File: src/rtl/fan_pkg.sv
// fan_pkg: FSM state encoding and width helper shared by the fan PWM controller.
package fan_pkg;
   typedef enum logic [1:0] {S_OFF = 2'd0, S_RAMP = 2'd1, S_RUN = 2'd2} state_t;
   function automatic int clog2_min1(input int n);
      return (n > 2) ? $clog2(n) : 1;
   endfunction
endpackage

File: src/rtl/pwm_gen.sv
// pwm_gen: free-running PWM with duty latched only at the start of each period.
module pwm_gen #(
   parameter int PWM_BITS = 8
) (
   input  logic                i_clk,
   input  logic                i_reset,
   input  logic [PWM_BITS-1:0] i_duty,
   output logic                o_pwm
);
   localparam logic [PWM_BITS-1:0] CNT_MAX = PWM_BITS'((2 ** PWM_BITS) - 2);
   logic [PWM_BITS-1:0] cnt;
   logic [PWM_BITS-1:0] duty;
   // period is 2^PWM_BITS-1 so full-scale duty yields a constant high output
   always_ff @(posedge i_clk or posedge i_reset)
      if (i_reset) begin
         cnt   <= '0;
         duty  <= '0;
         o_pwm <= 1'b0;
      end else begin
         cnt   <= (cnt == CNT_MAX) ? '0 : cnt + PWM_BITS'(1);
         duty  <= (cnt == '0) ? i_duty : duty;
         o_pwm <= cnt < duty;
      end
endmodule

File: src/rtl/fan_pwm_ctrl.sv
// fan_pwm_ctrl: fan speed controller that ramps one level per RAMP_DIV clocks
// toward the requested level and drives the fan through pwm_gen.
module fan_pwm_ctrl
   import fan_pkg::*;
#(
   parameter int NUM_LEVELS = 4,
   parameter int PWM_BITS   = 8,
   parameter int DUTY_STEP  = 85,
   parameter int RAMP_DIV   = 100000,
   localparam int LVL_W     = clog2_min1(NUM_LEVELS)
) (
   input  logic             i_clk,
   input  logic             i_reset,
   input  logic             i_FANOnOff,
   input  logic [LVL_W-1:0] i_level,
   output logic             o_fan,
   output logic [LVL_W-1:0] o_cur_level,
   output logic             o_busy
);
   localparam int RC_W = clog2_min1(RAMP_DIV);
   localparam int unsigned MAX_LVL = NUM_LEVELS - 1;
   localparam logic [RC_W-1:0] RC_MAX = RC_W'(RAMP_DIV - 1);
   state_t           state, next_state;
   logic [LVL_W-1:0] cur_level, next_level, target, step_level;
   logic [RC_W-1:0]  rcnt, next_rcnt;
   assign target = !i_FANOnOff ? '0 : (32'(i_level) > MAX_LVL) ? LVL_W'(MAX_LVL) : i_level;
   assign step_level = (target > cur_level) ? cur_level + LVL_W'(1) : cur_level - LVL_W'(1);
   always_ff @(posedge i_clk or posedge i_reset)
      if (i_reset) begin
         state     <= S_OFF;
         cur_level <= '0;
         rcnt      <= '0;
      end else begin
         state     <= next_state;
         cur_level <= next_level;
         rcnt      <= next_rcnt;
      end
   // direction is recomputed at every step, so a target change mid-ramp reverses without restarting the count
   always_comb begin
      next_state = state;
      next_level = cur_level;
      next_rcnt  = '0;
      case (state)
         S_OFF: begin
            next_level = '0;
            if (target != '0) next_state = S_RAMP;
         end
         S_RUN: if (target != cur_level) next_state = S_RAMP;
         S_RAMP:
            if (target == cur_level) next_state = (target == '0) ? S_OFF : S_RUN;
            else if (rcnt == RC_MAX) next_level = step_level;
            else next_rcnt = rcnt + RC_W'(1);
         default: next_state = S_OFF;
      endcase
   end
   pwm_gen #(.PWM_BITS(PWM_BITS)) u_pwm (
      .i_clk  (i_clk),
      .i_reset(i_reset),
      .i_duty (PWM_BITS'(32'(cur_level) * DUTY_STEP)),
      .o_pwm  (o_fan)
   );
   assign o_busy      = state == S_RAMP;
   assign o_cur_level = cur_level;
endmodule

File: config.mk
export PLATFORM = sky130hd
export DESIGN_NAME = fan_pwm_ctrl
export DESIGN_NICKNAME = d
export VERILOG_FILES = /design/src/rtl/fan_pkg.sv /design/src/rtl/pwm_gen.sv /design/src/rtl/fan_pwm_ctrl.sv
export SDC_FILE = /design/constraint.sdc
export NUM_CORES = 1
export LEC_CHECK = 0
export ABC_AREA = 0
export BUFFER_PORTS_ARGS = -buffer_cell sky130_fd_sc_hd__buf_2
export CORE_UTILIZATION = 60
export CTS_CLUSTER_DIAMETER = 120
export DETAILED_ROUTE_END_ITERATION = 10
export HOLD_SLACK_MARGIN = 0.06
export PLACE_DENSITY = 0.78
export RECOVER_POWER = 100
export REMOVE_ABC_BUFFERS = 1
export SYNTH_ARGS = -nofsm -noshare
export SYNTH_HDL_FRONTEND = slang
export SYNTH_SLANG_ARGS = --single-unit
File: constraint.sdc
create_clock -name i_clk -period 2 [get_ports i_clk]
set_input_delay 0.1 -clock i_clk [delete_from_list [all_inputs] [get_ports i_clk]]
set_output_delay 0.1 -clock i_clk [all_outputs]
set_load 0.01 [all_outputs]
==> flow_summary.json <==
{
  "fin_crit_ns": 1.86,
  "grt_usage": 0.233,
  "cp_max_fo": 5,
  "synth_common_cells": "nor2_1, dfrtp_1, nand2_1, nand3_1, ha_1",
  "place_area_um2": 1860,
  "gr-total-overflow": 0,
  "io_pins": 9,
  "die_width_um": 56.2,
  "cts_root_buffer": "clkbuf_4",
  "pwr-share-comb": 0.110,
  "post-synth-top-area-fraction": 0.455,
  "min_period_over_period": 0.932,
  "hp-class": "input port to register",
  "antenna_found_initial": 0,
  "grt_pass1_vias": 1290,
  "synth_top_area_cell": "dfrtp_1",
  "worst_slew_pin_slew_ns": 0.770,
  "synth_area_um2": 1760,
  "core_area_um2": 2760,
  "start_util": 0.638,
  "fmax_mhz": 537,
  "routabilityCongestion": 0.860,
  "cp_cell_sequence": "or4b_1, nor4_2, nand3_1, or4b_1, nand3_1",
  "path_clk_slew_ns": 0.11,
  "rows": 19,
  "vias": 1337,
  "ys.flop_type": "dfrtp_1",
  "power_switching_uw": 358,
  "fin_nets": 224,
  "synth_area_leaders": "dfrtp_1, ha_1, nor2_1, xor2_1, nand3_1",
  "crit_path_max_incr_delay_ns": 0.50,
  "async_flop_share": 1.00,
  "grt_max_degree": 33,
  "area_growth_pct": 10.6,
  "ys_ff_latch": 32,
  "clock_latency_ns": 0.34,
  "initialDrtViolationCount": 42,
  "dieArea_um2": 3150,
  "clock_skew_ns": 0.0108,
  "worstPathArrival_ns": 2.15,
  "peakVddDrop_mv": 0.631,
  "yosys_warnings": 0,
  "grt_pass1_wl_mm": 5.58,
  "cp.required_ns": 2.28,
  "cts_tree": "yes",
  "final_area_um2": 1950,
  "outcome": "finished clean",
  "rsz0062_at_grt": "false",
  "yosysUniqueCellTypes": 34,
  "drc": 0,
  "cp_top_family": "simple AND/OR/NAND/NOR gates",
  "setup_viol": 0,
  "worst-setup-path-type": "register to register",
  "p_clk_frac": 0.366,
  "slew_headroom": 0.487,
  "slowest_stage": "or4b_1",
  "p_seq_frac": 0.524,
  "cts_buffers": 5,
  "intPower_uw": 982,
  "finalMaxSlewViolations": 0,
  "fin_hold_ws_ns": 0.156,
  "first_pass_iters": 4,
  "worstSetupEndpointType": "register",
  "wl_per_cell_um": 13.3,
  "synth_most_common_cell": "nor2_1",
  "maxCapViolations": 0,
  "crit_buf_inv": 0,
  "htreeDepth": 2,
  "wl_mm": 3.18,
  "cts.sink_count": 32,
  "hold_viol_final": 0,
  "synth_edf_count": 0,
  "n_antenna_cell": 0,
  "place_hpwl_mm": 2.33,
  "ys_seq_area_frac": 0.455,
  "cts_setup_buffers": 0,
  "leakage_nw": 0.873,
  "syn-instance-count": 188,
  "powerDensity_nw_per_um2": 688,
  "start_kind": "register",
  "syn_avg_cell_area_um2": 9.36,
  "via_per_inst": 5.62,
  "antenna_left": 0,
  "clockBufferDepth": 2,
  "fill_cells": 218,
  "numPortBuffers": 8,
  "finalSetupTns_ns": 0,
  "drive_gt1_frac": 0.106,
  "switching_share": 0.267,
  "die_h_um": 56.2
}
## power groups by stage
stage                     sequential [mW]  combinational (mW)  clock [mW]
final                               0.702               0.148       0.490
after global routing                0.708               0.168       0.530
after CTS                           0.702               0.158       0.499
after detailed placement            0.715               0.156           0
after global placement              0.713               0.149           0
after floorplan                     0.707               0.103           0
## kinds of logic after synthesis
logic type                 count (synthesis)  share of synthesized area
xor gates and xnor gates                  21                      0.104
and+or+nand+nor                           93                      0.259
DFF                                       32                      0.455
AOI/OAI and AO/OA                         16                     0.0569
muxes                                      1                    0.00640
adders and majority gates                 13                     0.0924
buffers and inverters                     12                     0.0263
## sequential cells by signal (all words and copies together), names as in the netlist
| register | count |
|---|---|
| u_pwm.duty | 2 |
| o_cur_level | 2 |
| u_pwm.cnt | 8 |
| u_pwm.o_pwm | 1 |
| rcnt | 17 |
| state | 2 |
## path summary, 6_finish.rpt
path,start,endpoint,slack [ns],depth (start not counted)
worst max-delay path,rcnt[12],o_cur_level[1],0.14,5
worst min-delay path,i_level[0],state[1],0.16,5
worst max register to register,rcnt[12],o_cur_level[1],0.14,5
worst min register to register,rcnt[0],rcnt[0],0.49,1
max in group asynchronous,i_reset,rcnt[6],1.00,4
min in group asynchronous,i_reset,state[0],0.51,4
## layer usage
layer	wire, um	vias up	GRT usage
li1	-	678	-
met1	1450	631	0.283
met5	0	-	0
met3	85	7	0.0512
met4	59	0	0.115
met2	1580	21	0.389
## cells in the final DEF, fill, tap and decap left out, drive strengths merged, types with 2 or more instances in the layout
cell    count
xnor2       9
nor4        3
a21oi       4
dfrtp      32
nor2b       3
o21ai       5
nor2       36
nand2      16
buf         6
xor2       12
nand4       4
or4b        2
o211ai      2
clkbuf     11
and3        3
ha         13
nand3      16
inv        10
and2        2
nand2b      2
## through the flow
stage | worst slack [ns] | utilization | total power [mW] | std cells
after floorplan | 0.176 | - | 0.811 | 186
after global placement | 0.185 | 0.675 | 0.862 | 229
after detailed placement | 0.145 | 0.675 | 0.871 | 229
after CTS | 0.131 | 0.707 | 1.36 | 238
after global routing | 0.0287 | 0.706 | 1.41 | 238
final | 0.136 | 0.706 | 1.34 | 238
## tightest hold or removal path, stage by stage
cell	delay, ns
buf_2	0.08
nand2_1	0.06
nand2b_1	0.08
a21oi_1	0.07
nor2_1	0.08
## area by class of cell
cell class	count	area, um2	share of cell area
Multi-Input combinational cell	144	920	0.472
Timing Repair Buffer	13	70.1	0.0360
Clock inverter	3	42.5	0.0219
Clock buffer	5	37.5	0.0193
Tap cell	31	38.8	0.0199
Sequential cell	32	801	0.411
Inverter	10	37.5	0.0193
## what timing repair did
action / in CTS / in global routing
endpoints found under the setup margin: 0 / 1
endpoints found under the hold margin: 32 / 0
hold buffers: 1 / 0
gates resized for setup: 0 / 1
Note: power is estimated with default switching activity, not from simulation.
